File: config.mk
export PLATFORM = sky130hd
export DESIGN_NAME = fetch_unit
export DESIGN_NICKNAME = d
export VERILOG_FILES = /design/src/rtl/fetch_unit.sv
export SDC_FILE = /design/constraint.sdc
export NUM_CORES = 1
export LEC_CHECK = 0
export BUFFER_PORTS_ARGS = -buffer_cell sky130_fd_sc_hd__clkbuf_2
export CORE_ASPECT_RATIO = 1.1
export CORE_UTILIZATION = 38
export CTS_BUF_LIST = sky130_fd_sc_hd__clkbuf_4
export CTS_CLUSTER_DIAMETER = 200
export DETAILED_ROUTE_END_ITERATION = 7
export PLACE_DENSITY = 0.67
export SLEW_MARGIN = 30
export SYNTH_ARGS = -nofsm -noshare
export SYNTH_HDL_FRONTEND = slang
export SYNTH_SLANG_ARGS = --single-unit
File: constraint.sdc
create_clock -name clk -period 3.9 [get_ports clk]
set_input_delay 0.78 -clock clk [delete_from_list [all_inputs] [get_ports clk]]
set_output_delay 0.78 -clock clk [all_outputs]
set_load 0.1 [all_outputs]
File: src/rtl/fetch_unit.sv
// Instruction fetch stage: issues word reads under a credit limit, buffers in-order
// responses in a prefetch queue and hands them to decode; redirects flush and drop in-flight data.
module fetch_unit #(
   parameter int              ADDR_W   = 16,
   parameter int              INSTR_W  = 16,
   parameter logic [ADDR_W-1:0] RESET_PC = 16'h0000,
   parameter int              DEPTH    = 4
) (
   input  logic               clk,
   input  logic               rst_n,
   output logic               imem_req_valid,
   input  logic               imem_req_ready,
   output logic [ADDR_W-1:0]  imem_req_addr,
   input  logic               imem_rsp_valid,
   input  logic [INSTR_W-1:0] imem_rsp_data,
   input  logic               redirect_valid,
   input  logic [ADDR_W-1:0]  redirect_pc,
   output logic               fd_valid,
   input  logic               fd_ready,
   output logic [INSTR_W-1:0] fd_instr,
   output logic [ADDR_W-1:0]  fd_pc
);

   localparam int PTR_W = $clog2(DEPTH);
   localparam int CNT_W = PTR_W + 1;

   // Handshakes: a transfer happens on a rising edge where valid && ready; a
   // valid request holds its address until accepted, except across a redirect.

   logic [ADDR_W-1:0]  req_pc;
   logic [ADDR_W-1:0]  rsp_pc;
   logic [CNT_W-1:0]   out_cnt;
   logic [CNT_W-1:0]   drop_cnt;
   logic [CNT_W-1:0]   count;
   logic [PTR_W-1:0]   head;
   logic [PTR_W-1:0]   tail;
   logic [ADDR_W-1:0]  pc_q    [DEPTH];
   logic [INSTR_W-1:0] instr_q [DEPTH];

   logic credit_ok;
   logic fire;
   logic drop_rsp;
   logic push;
   logic pop;

   // Outstanding requests plus buffered entries never exceed DEPTH, so every
   // live response is guaranteed a free slot.
   assign credit_ok      = ({1'b0, out_cnt} + {1'b0, count}) < (CNT_W + 1)'(DEPTH);
   assign imem_req_valid = rst_n && !redirect_valid && credit_ok;
   assign imem_req_addr  = req_pc;
   assign fire           = imem_req_valid && imem_req_ready;

   assign drop_rsp = imem_rsp_valid && (drop_cnt != '0);
   assign push     = imem_rsp_valid && (drop_cnt == '0) && !redirect_valid;

   assign fd_valid = (count != '0) && !redirect_valid;
   assign fd_instr = instr_q[head];
   assign fd_pc    = pc_q[head];
   assign pop      = fd_valid && fd_ready;

   always_ff @(posedge clk or negedge rst_n) begin
      if (!rst_n) begin
         req_pc   <= RESET_PC;
         rsp_pc   <= RESET_PC;
         out_cnt  <= '0;
         drop_cnt <= '0;
         count    <= '0;
         head     <= '0;
         tail     <= '0;
         for (int i = 0; i < DEPTH; i++) begin
            pc_q[i]    <= '0;
            instr_q[i] <= '0;
         end
      end else begin
         out_cnt <= out_cnt + CNT_W'(fire) - CNT_W'(imem_rsp_valid);
         if (redirect_valid) begin
            // Everything still in flight is stale, including a response landing now.
            req_pc   <= redirect_pc;
            rsp_pc   <= redirect_pc;
            drop_cnt <= out_cnt - CNT_W'(imem_rsp_valid);
            count    <= '0;
            head     <= '0;
            tail     <= '0;
         end else begin
            if (fire) begin
               req_pc <= req_pc + ADDR_W'(1);
            end
            if (drop_rsp) begin
               drop_cnt <= drop_cnt - CNT_W'(1);
            end
            if (push) begin
               pc_q[tail]    <= rsp_pc;
               instr_q[tail] <= imem_rsp_data;
               tail          <= tail + PTR_W'(1);
               rsp_pc        <= rsp_pc + ADDR_W'(1);
            end
            if (pop) begin
               head <= head + PTR_W'(1);
            end
            count <= count + CNT_W'(push) - CNT_W'(pop);
         end
      end
   end

   a_no_overflow: assert property (@(posedge clk) disable iff (!rst_n)
      !(push && (count == CNT_W'(DEPTH))));

   a_rsp_expected: assert property (@(posedge clk) disable iff (!rst_n)
      imem_rsp_valid |-> (out_cnt != '0));

endmodule

==> impl_metrics.ini <==
[place]
hpwl_um = 11400
placed_cells = 959
pre_cts_slack_ns = 0.841
place_area_sq_um = 8970
gp_congestion = 0.800
numPortBuffers = 87

[pwr]
comb_power_share_pct = 50.3
switchingPower_mw = 3.44
p_seq_share_pct = 36.1
p_total_mw = 6.85
p_leak_nw = 4.35
power.internal_mw = 3.40
swShare_pct = 50.3
clockPowerShare_pct = 13.6
peakVddDrop_uv = 342
power_density_nw_per_um2 = 742

[timing]
fin_crit_ns = 3.34
worstMarginPinSlew_ns = 0.709
tns_ns = 0
final_hold_viol_count = 0
relSlewSlack_pct = 52.5
fin_crit_sh_pct = 85.7
rsz0062_at_grt = no
fin_ws_ns = 0.560
slew_viol_final = 0
finalSetupViolCount = 0
fin_hold_ws_ns = 0.353
fmax_ghz = 0.299
skew_ns = 0.0179

[floorplanning]
core_sq_um = 21300
num_rows = 56
die-area_sq_um = 22200
pin_count = 88
die_x_um = 142
fp.dieH_um = 156
initial_core_util_pct = 38.6

[synth]
synth_async_sr_flop_share_pct = 100
netlist_area_sq_um = 8230
syn_avg_cell_area_sq_um = 13.6
ys_ff_latch = 173
synth_edf_count = 0
syn_inst = 604
syn_nets = 660
synth-seq-area-share_pct = 52.6
synth_cell_types = 51
synthFlopType = dfrtp_1
synth_warnings = 0

[cts]
cts_tree = yes
htree_levels = 4
postCtsSetupBuffers = 0
cts_num_sinks = 173
cts-hold-fix-buffers = 0
clock_path_buffers = 2
ctsResizeCount = 0
cts-root-buf = clkbuf_4
cts.clk_slew.worst_paths_ns = 0.14
cts_made_buffers = 17
clk_latency_ns = 0.56

[route]
drt_wl_total_um = 16800
vias_per_cell = 5.27
met3_length_um = 672
highest_layer = met4
post_drt_wl_per_cell_um = 16.9
drt-met1-wl_um = 7920
vias = 5233
drtIter0Drc = 260
ant_nets = 0
routed-wl-met2_um = 8030
first_pass_iters = 4
drc = 0

[critical_path]
worstPathRequired_ns = 3.12
r2r_setup_slack_ns = 0.90
crit_arrival_ns = 2.56
critPathKind = reg -> out
r2r.worst_path.cells = 11
worst_setup_path_end_kind = output pin
cp_max_fo = 15
critPathLaunchType = flop

[finish]
layoutNonFillerInstCount = 993
syn_to_final_growth_pct = 12.2
multi_input_area_sq_um = 3620
regArea_sq_um = 4330
fillers = 2024
final_util_pct = 43.3
drive_above_1_share_pct = 42.7
design_area_sq_um = 9230
fin_nets = 744

[global_routing]
grt_pass1_wl_um = 27500
antenna_found_initial = 1
first_global_vias = 5215
grt_max_degree = 76
grt_usage_pct = 16.1
overflow = 0

[status]
status = complete, no violations

[worst_hold_path]
hp-class = in -> async

[flow_run]
cap_violations = 0
metal layers:
layer	global-route usage (%)	vias to the layer above
met5	0	-
met4	4.45	0
met3	3.46	13
met2	26.0	120
met1	22.0	2706
li1	-	2394
critical path: stages, from the launching register on:
cell and delay (ns):
dfrtp_2 0.70, buf_4 0.36, mux4_2 0.55, clkbuf_2 0.39
synthesized netlist by cell type (2+ instances only):
library cell | count | area, sq um
buf_6 | 2 | 22.5
ha_1 | 16 | 200
o21bai_1 | 4 | 30.0
o21ai_0 | 11 | 55.1
nor2_1 | 22 | 82.6
xnor2_1 | 13 | 114
clkbuf_1 | 11 | 41.3
and4_1 | 2 | 17.5
o41ai_1 | 3 | 26.3
a21o_1 | 5 | 37.5
nor3b_1 | 2 | 15.0
nand2b_1 | 2 | 12.5
nand2_1 | 27 | 101
nand3_1 | 14 | 70.1
buf_1 | 3 | 11.3
nand4_1 | 8 | 50.1
nand4b_1 | 2 | 17.5
buf_4 | 3 | 22.5
or2_2 | 2 | 12.5
nor3_1 | 8 | 40.0
nor4_1 | 6 | 37.5
o211ai_1 | 4 | 30.0
dfrtp_1 | 173 | 4330
mux2i_1 | 4 | 40.0
or3_1 | 5 | 31.3
o311ai_0 | 2 | 17.5
o31ai_1 | 4 | 30.0
fa_1 | 2 | 40.0
mux4_2 | 32 | 721
o311ai_1 | 2 | 17.5
xor2_1 | 7 | 61.3
and3_1 | 3 | 18.8
buf_2 | 18 | 90.1
or4_1 | 4 | 30.0
a21oi_1 | 9 | 45.0
inv_1 | 21 | 78.8
a31oi_1 | 6 | 37.5
mux2_2 | 129 | 1450
path summary, 6_finish.rpt:
check / start / to
min in group clk: redirect_pc[13] / imem_req_addr[13]
hold reg to reg: pc_q[54] / pc_q[54]
max in group asynchronous: rst_n / instr_q[2]
setup / recovery: head[0] / fd_instr[2]
hold / removal: rst_n / pc_q[4]
setup reg to reg: out_cnt[2] / out_cnt[2]
placed cells by master (no fill, tap or decap), types with 11 or more instances in the layout:
master / synthesis / layout
buf_4: 3 / 13
clkbuf_2: 0 / 86
clkbuf_4: 0 / 17
dfrtp_1: 173 / 172
ha_1: 16 / 16
inv_1: 21 / 21
mux2_2: 129 / 129
mux4_2: 32 / 32
nand2_1: 27 / 27
nand3_1: 14 / 14
nor2_1: 22 / 22
o21ai_0: 11 / 11
xnor2_1: 13 / 13
sequential cells by signal (all words and copies together), names as in the netlist:
signal / cells
instr_q: 64
pc_q: 64
imem_req_addr: 16
rsp_pc: 16
count: 3
drop_cnt: 3
out_cnt: 3
head: 2
tail: 2
cell families (layout without fill, tap and decap cells):
kind of cell             count (synthesis)  after routing  synth area share [%]
XOR/XNOR                                20             20                  2.13
other                                    0              2                     0
AO/OA/AOI/OAI                           55             55                  4.53
buffers and inverters                   59            156                  3.32
adder cells (fa/ha/maj)                 18             18                  2.92
flip-flops                             173            173                  52.6
multiplexers                           165            165                  26.9
AND/OR/NAND/NOR                        114            114                  7.56
cell type report:
type | instances | area share (%)
Inverter | 22 | 0.922
Tap cell | 290 | 3.93
Antenna cell | 2 | 0.0542
Clock buffer | 17 | 1.38
Timing Repair Buffer | 102 | 6.18
Multi-Input combinational cell | 372 | 39.3
Sequential cell | 173 | 46.9
Clock inverter | 15 | 1.33
power groups by stage:
stage	sequential [mW]	combinational (mW)	clock, mW
floorplan	2.54	2.86	0
global placement	2.49	3.44	0
detailed placement	2.51	3.48	0
CTS	2.47	3.48	0.982
global route	2.53	3.62	1.05
finish	2.47	3.44	0.933
Power figures use the tool's default switching activity.
